--- src/rtl/synth_cfg_regs.sv ---
// Configuration register bank for the synth core: pin writes are synchronised into
// shadow registers and committed to the active outputs on the core's frame boundary.
module synth_cfg_regs #(
  parameter int unsigned SYNC_STAGES = 2
) (
  input  logic        clk,
  input  logic        reset,
  input  logic        wr_strobe_pin,
  input  logic [3:0]  wr_addr_pin,
  input  logic [7:0]  wr_data_pin,
  input  logic        frame_tick,
  output logic [19:0] saw_period,
  output logic [7:0]  saw_oct,
  output logic [20:0] mod_period,
  output logic [11:0] mod_oct,
  output logic        mute,
  output logic        pending
);

  localparam int unsigned ADDR_W          = 4;
  localparam int unsigned DATA_W          = 8;
  localparam int unsigned OSC_PERIOD_BITS = 10;
  localparam int unsigned MOD_FIELD_BITS  = 5;
  localparam int unsigned OCT_BITS        = 4;

  typedef struct packed {
    logic [1:0][OSC_PERIOD_BITS-1:0] osc_per;
    logic [1:0][OCT_BITS-1:0]        osc_oct;
    logic [2:0][MOD_FIELD_BITS-1:0]  mod_fld;
    logic [2:0][OCT_BITS-1:0]        mod_oct;
  } cfg_t;

  localparam cfg_t CFG_RESET = '{
    osc_per: {10'd512, 10'd512},
    osc_oct: {4'd4, 4'd4},
    mod_fld: '0,
    mod_oct: {4'hF, 4'hF, 4'hF}
  };

  // Decode one byte write from the register map into a configuration image.
  function automatic cfg_t apply_write(input cfg_t c, input logic [ADDR_W-1:0] a,
                                       input logic [DATA_W-1:0] d);
    cfg_t r;
    r = c;
    case (a)
      4'd0: r.osc_per[0][7:0] = d;
      4'd1: begin r.osc_per[0][9:8] = d[1:0]; r.osc_oct[0] = d[7:4]; end
      4'd2: r.osc_per[1][7:0] = d;
      4'd3: begin r.osc_per[1][9:8] = d[1:0]; r.osc_oct[1] = d[7:4]; end
      4'd4: r.mod_fld[0] = d[4:0];
      4'd5: r.mod_oct[0] = d[3:0];
      4'd6: r.mod_fld[1] = d[4:0];
      4'd7: r.mod_oct[1] = d[3:0];
      4'd8: r.mod_fld[2] = d[4:0];
      4'd9: r.mod_oct[2] = d[3:0];
      default: ;
    endcase
    return r;
  endfunction

  logic [SYNC_STAGES-1:0]             strobe_sync;
  logic [SYNC_STAGES-1:0]             sync_valid;
  logic [SYNC_STAGES-1:0][ADDR_W-1:0] addr_sync;
  logic [SYNC_STAGES-1:0][DATA_W-1:0] data_sync;
  logic                               strobe_d;

  // strobe_d is held high until the chain has refilled after reset, so a strobe
  // already high when reset drops cannot look like a rising edge.
  always_ff @(posedge clk) begin
    if (reset) begin
      strobe_sync <= '0;
      sync_valid  <= '0;
      addr_sync   <= '0;
      data_sync   <= '0;
      strobe_d    <= 1'b1;
    end else begin
      strobe_sync <= {strobe_sync[SYNC_STAGES-2:0], wr_strobe_pin};
      sync_valid  <= {sync_valid[SYNC_STAGES-2:0], 1'b1};
      addr_sync   <= {addr_sync[SYNC_STAGES-2:0], wr_addr_pin};
      data_sync   <= {data_sync[SYNC_STAGES-2:0], wr_data_pin};
      strobe_d    <= sync_valid[SYNC_STAGES-1] ? strobe_sync[SYNC_STAGES-1] : 1'b1;
    end
  end

  logic              wr_ev;
  logic [ADDR_W-1:0] wr_addr;
  logic [DATA_W-1:0] wr_data;

  assign wr_ev   = strobe_sync[SYNC_STAGES-1] & ~strobe_d;
  assign wr_addr = addr_sync[SYNC_STAGES-1];
  assign wr_data = data_sync[SYNC_STAGES-1];

  cfg_t shadow_q, shadow_d, active_q, active_d;
  logic immediate_q, immediate_d, mute_d, pending_d;

  // Commit uses the pre-write shadow; a coincident write lands afterwards and re-arms pending.
  always_comb begin
    shadow_d    = shadow_q;
    active_d    = active_q;
    pending_d   = pending;
    mute_d      = mute;
    immediate_d = immediate_q;
    if (frame_tick && pending) begin
      active_d  = shadow_q;
      pending_d = 1'b0;
    end
    if (wr_ev) begin
      if (wr_addr <= 4'd9) begin
        shadow_d = apply_write(shadow_q, wr_addr, wr_data);
        if (immediate_q) active_d = apply_write(active_d, wr_addr, wr_data);
        else             pending_d = 1'b1;
      end else if (wr_addr == 4'd10) begin
        mute_d      = wr_data[0];
        immediate_d = wr_data[1];
      end else if (wr_addr == 4'd11 && !immediate_q) begin
        pending_d = 1'b1;
      end
    end
  end

  always_ff @(posedge clk) begin
    if (reset) begin
      shadow_q    <= CFG_RESET;
      active_q    <= CFG_RESET;
      mute        <= 1'b1;
      immediate_q <= 1'b0;
      pending     <= 1'b0;
    end else begin
      shadow_q    <= shadow_d;
      active_q    <= active_d;
      mute        <= mute_d;
      immediate_q <= immediate_d;
      pending     <= pending_d;
    end
  end

  assign saw_period = active_q.osc_per;
  assign saw_oct    = active_q.osc_oct;
  assign mod_oct    = active_q.mod_oct;
  assign mod_period = {2'b01, active_q.mod_fld[2], 2'b01, active_q.mod_fld[1],
                       2'b01, active_q.mod_fld[0]};

endmodule

--- config.mk ---
export PLATFORM = sky130hd
export DESIGN_NAME = synth_cfg_regs
export DESIGN_NICKNAME = d
export VERILOG_FILES = /design/src/rtl/synth_cfg_regs.sv
export SDC_FILE = /design/constraint.sdc
export NUM_CORES = 1
export LEC_CHECK = 0
export ABC_AREA = 1
export CAP_MARGIN = 20
export CORE_UTILIZATION = 32
export DETAILED_ROUTE_END_ITERATION = 10
export GPL_TIMING_DRIVEN = 0
export PLACE_DENSITY = 0.52
export RECOVER_POWER = 50
export SYNTH_ARGS = -nofsm -noshare
export SYNTH_HDL_FRONTEND = slang
export SYNTH_SLANG_ARGS = --single-unit
--- constraint.sdc ---
create_clock -name clk -period 1.57 [get_ports clk]
set_input_delay 0.314 -clock clk [delete_from_list [all_inputs] [get_ports clk]]
set_output_delay 0.314 -clock clk [all_outputs]
set_load 0.02 [all_outputs]
**After elaboration in Yosys (flattened, before gate mapping)**

Cells that the tools add are included.

- Flip-flop bits (word level): 142
- Input bits: 16

- Order comparisons: 1
- Equality and inequality tests: 11
- Mux-type cells: 23
- Bitwise operators: 4
- Reductions and logical operators: 16

Operator list:

| cell | count |
|---|---|
| $mux 55 | 4 |
| $reduce_and 3->1 | 11 |
| $mux 4 | 5 |
| $eq 4x3->1 const B | 4 |
| $eq 4x4->1 const B | 4 |
| $mux 8 | 2 |
| $mux 5 | 3 |
| $eq 4x2->1 const B | 2 |
| $mux 1 | 7 |
| $eq 4x1->1 const B | 1 |
| $le 4x4->1 const B | 1 |
| $logic_not 4->1 | 1 |
| $mux 2 | 2 |
| $not 1->1 | 3 |
| $logic_and 1x1->1 | 2 |
| $reduce_or 2->1 | 1 |
| $and 1x1->1 | 1 |
| $logic_not 1->1 | 1 |

**Depth between registers and ports, before layout**

Gate-level depths: netlist of run 1.

- Depth in word-level cells: 6
- Mapped depth: 9

**Least setup slack after synthesis of run 1**

Ideal clock, no wire load.

- Path kind: register to register
- Start: reg pending
- End: reg active_q, in the netlist mod_oct[0]
- Library setup time: 0.133 ns
- Data arrival time: 1.234 ns
- Data required time: 1.437 ns
- Setup slack: 0.203 ns
- Stages on the path, launching flop included: 8
- Path buffers: 2
- Period minus slack after synthesis: 1.367 ns
- Cell sequence: dfxtp_1 -> nand2_1 -> buf_2 -> buf_2 -> nand2_1 -> nand2_1 -> nand2_1 -> nand3_1

- Word-level cells in the longest chain between the ends: 6

RTL lines:

| what | RTL line | text |
|---|---|---|
| start, declared | 17 | `output logic pending` |
| start signal, assigned | 133 | `pending <= pending_d;` |
| $logic_and 1x1->1 * | 103 | `if (frame_tick && pending) begin` |
| $mux 55 * | 103 |  |
| $mux 4 | 45 | `case (a)` |
| $mux 55 | 110 | `if (immediate_q) active_d = apply_write(active_d, wr_addr, wr_data);` |
| $mux 55 | 108 | `if (wr_addr <= 4'd9) begin` |
| $mux 55 * | 107 | `if (wr_ev) begin` |
| end signal, assigned | 130 | `active_q <= active_d;` |
| end, declared | 93 | `cfg_t shadow_q, shadow_d, active_q, active_d;` |

Mark *: on every way between the ends. The rest lies on a longest branch, timed or not.
A chain may end at the register's enable or synchronous reset.

**Final worst setup path of run 1**

- Start: in reset
- End: reg active_q, in the netlist mod_oct[3]

RTL lines:

| what | RTL line | text |
|---|---|---|
| start, declared | 7 | `input logic reset,` |

No word-level cell between the ends.

==> results of run 1 <==
state kept, by name, indices dropped and copies added, names as in the netlist:
name         cells
shadow_q        55
saw_period      20
mod_period      15
mod_oct         12
data_sync        8
saw_oct          8
wr_data          8
addr_sync        4
wr_addr          4
strobe_sync      2
sync_valid       2
immediate_q      1
mute             1
pending          1
strobe_d         1
stage by stage:
| step | total power, W | util [%] |
|---|---|---|
| CTS | 0.00871 | 42.0 |
| finish | 0.00864 | 42.7 |
| global route | 0.00893 | 42.7 |
| global placement | 0.00405 | 38.4 |
| detailed placement | 0.00405 | 38.4 |
| floorplan | 0.00391 | - |
report_power, final:
part           switching (W)  total (W)  internal, W
Clock                0.00159    0.00466      0.00307
Combinational       0.000199   0.000292    0.0000935
Sequential         0.0000389    0.00368      0.00364
cell type report:
cell class | count | area, sq um | area share, %
inverters | 118 | 445 | 5.81
plain buffers | 49 | 273 | 3.56
well taps | 229 | 287 | 3.73
clock inverters | 13 | 234 | 3.05
multi-input cells | 553 | 2450 | 32.0
repair buffers | 75 | 676 | 8.81
clock buffers | 19 | 453 | 5.90
flip-flops and latches | 142 | 2850 | 37.1
how the worst max path moves through the flow:
stage | endpoint | from | slack (ps)
6_report | mod_oct[3]$_SDFF_PP1_ | reset | 50
5_1_grt | mod_oct[1]$_SDFF_PP1_ | strobe_sync[1]$_SDFF_PP0_ | -30
4_1_cts | mod_period[10]$_SDFF_PP0_ | reset | 3
3_5_place_dp | mod_period[10]$_SDFF_PP0_ | reset | -660
3_3_place_gp | saw_oct[5]$_SDFF_PP0_ | reset | -650
2_1_floorplan | mod_oct[0]$_SDFF_PP1_ | pending$_SDFF_PP0_ | 200
cell usage after synthesis, types with 2 or more instances:
| cell type | n | area [sq um] |
|---|---|---|
| nand3_1 | 66 | 330 |
| buf_6 | 2 | 22.5 |
| nor2_1 | 124 | 465 |
| conb_1 | 2 | 7.51 |
| buf_2 | 5 | 25.0 |
| o211ai_1 | 5 | 37.5 |
| inv_2 | 3 | 11.3 |
| inv_1 | 114 | 428 |
| nor2_2 | 7 | 43.8 |
| o21ai_0 | 73 | 365 |
| clkbuf_1 | 33 | 124 |
| buf_4 | 7 | 52.6 |
| nor2_4 | 2 | 22.5 |
| dfxtp_1 | 142 | 2840 |
| a21oi_1 | 40 | 200 |
| nand2_1 | 221 | 830 |
| buf_1 | 3 | 11.3 |
| nand2_2 | 8 | 50.1 |
routing by layer:
layer / up-vias / GRT usage [%]
met3: 25 / 3.64
met1: 2377 / 24.6
li1: 2820 / -
met4: 0 / 6.59
met5: - / 0
met2: 114 / 30.8
logic make-up after synthesis:
group / after synthesis / synth area share (%)
simple gates: 429 / 29.8
buf+inv: 168 / 11.5
flops: 142 / 48.3
compound gates: 118 / 10.3
other cells: 2 / 0.128
repair_timing:
action	CTS	global route
hold buffers	0	0
resized for setup	75	46
endpoints found under the setup margin	149	84
buffers inserted	0	3
pin swaps	0	1
tightest hold or removal path: stages (launching register included):
cell and delay (ps):
dfxtp_1 290, inv_1 40, nor2_1 30
==> metrics.yaml, run 1 <==
outcome: "finished, final reports clean"
fp-row-count: 49
core_sq_um: 18000
grt_usage_pct: 18.8
path_clk_slew_ps: 60
numCtsBuffers: 17
die_x_microns: 138
final_cell_mix: "nand2_1, dfxtp_1, nor2_1, inv_1, o21ai_0"
tritoncts: "built"
reg2reg_to: "mod_oct[9]$_SDFF_PP1_"
power_density_nw_per_um2: 1130
h-tree-depth: 4
rsz0062_at_grt: "true"
hold_viol: 0
synth_area_sq_um: 5880
whs_endpoint: "wr_data[0]$_SDFF_PP0_"
syn2layout_area_growth_pct: 30.4
r2r.worst_path.cells: 7
path_buf_inv: 4
max-cap-violations: 0
ant_nets: 0
fillers: 1867
path_max_fanout: 10
place.gp.congestion: 0.811
port_buffers: 72
synth_edf_count: 0
dieArea_sq_um: 18900
min_path_cells: 2
synth_cell_types: 20
hp-class: "reg2reg"
initial_core_util_pct: 32.8
wl_met1_mm: 8.11
fin_skew_ps: 4.74
grt_max_degree: 17
start_kind: "input pin"
cpMaxStageDelayCell: "clkdlybuf4s50_1"
antenna_found_initial: 0
period_minus_slack_ps: 1520
slew_violations: 0
timing.rr.start: "wr_addr[2]$_SDFF_PP0_"
drt-total-wl_mm: 16.5
crit_required_ps: 1850
cts_sinks: 142
cp.arrival_ps: 1800
critPathMaxStageDelay_ps: 480
path_cells: "clkdlybuf4s50_1 > inv_1 > clkbuf_2 > clkbuf_1 > nand3_1"
max_freq_mhz: 657
firstDrtPassIters: 5
first_iter_violations: 313
nets: 972
grt_pass1_wl_mm: 26.3
drive_gt1_share_pct: 10.5
final_common_cell: "nand2_1"
fin_cells: 1198
setup_slack_ps: 48.4
end_kind: "flop"
cpLargestDelayFamily: "buffers and inverters"
async_reset_ff_share_pct: 0
worstMarginPinSlew_ps: 874
cp.depth: 5
hold_ws_ps: 394
placed_area_sq_um: 6910
avgSynthCellArea_sq_um: 6.85
root_buffer: "clkbuf_16"
final.setup.tns_ps: 0
ys_seq_area_share_pct: 48.3
synth_seq_cells: 142
grt_pass1_vias: 4917
overflow: 0
drc: 0
min-delay-start: "data_sync[0]$_SDFF_PP0_"
place_worst_setup_slack_ps: -662
routed.top_layer: "met4"
p_leak_nw: 3.72
insertion_delay_ps: 420
post-dp-hpwl_mm: 11.3
post-route-period-util_pct: 96.9
synthFlopType: "dfxtp_1"
clockBufferDepth: 2
ir_drop_v: 0.000843
reg2reg_slack_ps: 70
met3_length_microns: 712
diodes: 0
finalInstanceArea_sq_um: 7670
wl_per_cell_microns: 13.8
viasPerCell: 4.45
ys_warn_count: 0
route.met2.wl_mm: 7.40
vias: 5336
ios: 79
place_inst: 1164
finalSetupViolCount: 0
postSynthCellCount: 859
crit_type: "in2reg"
relSlewSlack_pct: 41.7
die_h_microns: 138
Power figures use the tool's default switching activity.
==> inputs of run 2 (changes only) <==
--- a/config.mk
+++ b/config.mk
@@ -9,6 +9,7 @@
 export CAP_MARGIN = 20
 export CORE_UTILIZATION = 32
 export DETAILED_ROUTE_END_ITERATION = 10
+export GPL_ROUTABILITY_DRIVEN = 0
 export GPL_TIMING_DRIVEN = 0
 export PLACE_DENSITY = 0.52
 export RECOVER_POWER = 50
==> results of run 2 <==
Same layout as run 1: the final DEF is identical, and so are final timing and power.
==> inputs of run 3 (changes only) <==
==> constraint.sdc (replaced) <==
create_clock -name clk -period 1.57 [get_ports clk]
set_input_delay 0.314 -clock clk [delete_from_list [all_inputs] [get_ports clk]]
set_output_delay 0.314 -clock clk [all_outputs]
set_load 0.05 [all_outputs]
==> run 3 against run 2 <==
Sequential cell count unchanged. Register-to-register slack about the same. Clock power down 11%. First-iteration DRC count down 10%. Maximum frequency down 1.1%. Critical path depth down 4. Highest routed layer unchanged.
==> metrics.yaml, run 3 (synthesis gave the netlist of run 1 again) <==
grt_pass1_wl_mm: 25.4  # was 26.3 mm
drive_gt1_share_pct: 16.6  # was 10.5%
reg2reg_slack_ps: 60  # was 70 ps
hold_viol: 0  # unchanged
core_sq_um: 18000  # unchanged
final.setup.tns_ps: 0  # unchanged
overflow: 0  # unchanged
p_leak_nw: 3.59  # was 3.72 nW
fillers: 1919  # was 1867
worstMarginPinSlew_ps: 863  # was 874 ps
wl_per_cell_microns: 13.7  # was 13.8 microns
vias: 5156  # was 5336
top_register: "shadow_q"  # unchanged
largest_reg_flops: 55  # unchanged
cpLargestDelayFamily: "flip-flops"  # was buffers and inverters
outcome: "finished, final reports clean"  # unchanged
drt-total-wl_mm: 16.4  # was 16.5 mm
fp-row-count: 49  # unchanged
finalSetupViolCount: 0  # unchanged
end_kind: "output pin"  # was flop
post-route-period-util_pct: 98.0  # was 96.9%
max_freq_mhz: 650  # was 657 MHz
max-cap-violations: 0  # unchanged
syn2layout_area_growth_pct: 31.2  # was 30.4%
final_cell_mix: "nand2_1, dfxtp_1, nor2_1, inv_1, o21ai_0"  # unchanged
crit_required_ps: 1260  # was 1850 ps
numCtsBuffers: 17  # unchanged
start_kind: "flop"  # was input pin
holdBufCountCts: 0  # unchanged
final_common_cell: "nand2_1"  # unchanged
path_max_fanout: 6  # was 10
first_iter_violations: 281  # was 313
rsz0062_at_grt: "true"  # unchanged
crit_type: "reg2out"  # was in2reg
grt_pass1_vias: 4663  # was 4917
diodes: 0  # unchanged
viasPerCell: 4.31  # was 4.45
path_buf_inv: 1  # was 4
cpMaxStageDelayCell: "dfxtp_2"  # was clkdlybuf4s50_1
ant_nets: 0  # unchanged
ios: 79  # unchanged
h-tree-depth: 4  # unchanged
antenna_found_initial: 0  # unchanged
ir_drop_v: 0.000787  # was 0.000843 V
power_density_nw_per_um2: 1050  # was 1130 nW/um^2
power.total_w: 0.00814  # was 0.00864 W
clockBufferDepth: 2  # unchanged
die_x_microns: 138  # unchanged
firstDrtPassIters: 4  # was 5
slew_violations: 0  # unchanged
drc: 0  # unchanged
path_clk_slew_ps: 60  # about the same
grt_usage_pct: 18.5  # was 18.8%
die_h_microns: 138  # unchanged
root_buffer: "clkbuf_16"  # unchanged
cp.arrival_ps: 1220  # was 1800 ps
port_buffers: 72  # unchanged
path_cells: "clkdlybuf4s15_2"  # was clkdlybuf4s50_1 > inv_1 > clkbuf_2 > clkbuf_1 > nand3_1
hold_ws_ps: 382  # was 394 ps
critPathMaxStageDelay_ps: 390  # was 480 ps
dieArea_sq_um: 18900  # unchanged
period_minus_slack_ps: 1540  # was 1520 ps
grt_max_degree: 17  # unchanged
finish.utilization_pct: 43.0  # was 42.7%
initial_core_util_pct: 32.8  # unchanged
tritoncts: "built"  # unchanged
hp-class: "in2reg"  # was reg2reg
cts_sinks: 142  # unchanged
relSlewSlack_pct: 42.5  # was 41.7%
insertion_delay_ps: 440  # was 420 ps
nets: 970  # was 972
post-dp-hpwl_mm: 11.2  # was 11.3 mm
fin_skew_ps: 17.0  # was 4.74 ps
==> run 3: what timing repair did <==
| action | CTS | global route |
|---|---|---|
| pin swaps | 0 | 1 |
| setup endpoints to repair | 151 | 86 |
| setup buffers | 0 | 1 |
| resized for setup | 190 | 41 |
==> run 3: routing by layer <==
metal	global-route usage, %	vias up	wire [microns]
li1	-	2812	-
met1	24.8	2235	7910
met2	29.6	100	7600
met3	3.46	9	758
met4	6.72	0	169
met5	0	-	0
==> run 3: report_power, final <==
part / internal (W) / switching (W) / total, W
clock network: 0.00253 / 0.00161 / 0.00414
logic: 0.0000946 / 0.000222 / 0.000317
registers: 0.00364 / 0.0000380 / 0.00368
==> run 3: final cells by class <==
cell class / count / area, sq um / area share (%)
timing repair buffer: 73 / 793 / 10.3
clock inverter: 14 / 168 / 2.17
sequential: 142 / 2850 / 36.9
clock buffer: 18 / 439 / 5.69
buffer: 49 / 277 / 3.58
multi-input combinational: 553 / 2460 / 31.9
inverter: 118 / 443 / 5.74
tap: 229 / 287 / 3.71
==> run 3: final timing paths <==
check | end | cells past startpoint | startpoint
worst max-delay path | pending | 1 | pending$_SDFF_PP0_
worst min-delay path | data_sync[7]$_SDFF_PP0_ | 3 | wr_data_pin[7]
worst max register to register | shadow_q[53]$_SDFFE_PP0P_ | 8 | strobe_sync[1]$_SDFF_PP0_
worst min register to register | strobe_d$_SDFF_PP1_ | 1 | sync_valid[1]$_SDFF_PP0_
==> run 3: metrics by stage <==
step / worst slack (ps) / instances / cell area, sq um
floorplan: 167 / 863 / 5900
global placement: -629 / 1164 / 6910
detailed placement: -628 / 1164 / 6910
CTS: 0.313 / 1195 / 7610
global route: -47.4 / 1196 / 7720
finish: 31.2 / 1196 / 7720
==> run 3: worst min-delay path: stages <==
cell and delay (ps):
clkdlybuf4s50_1 390, inv_1 50, nor2_1 30
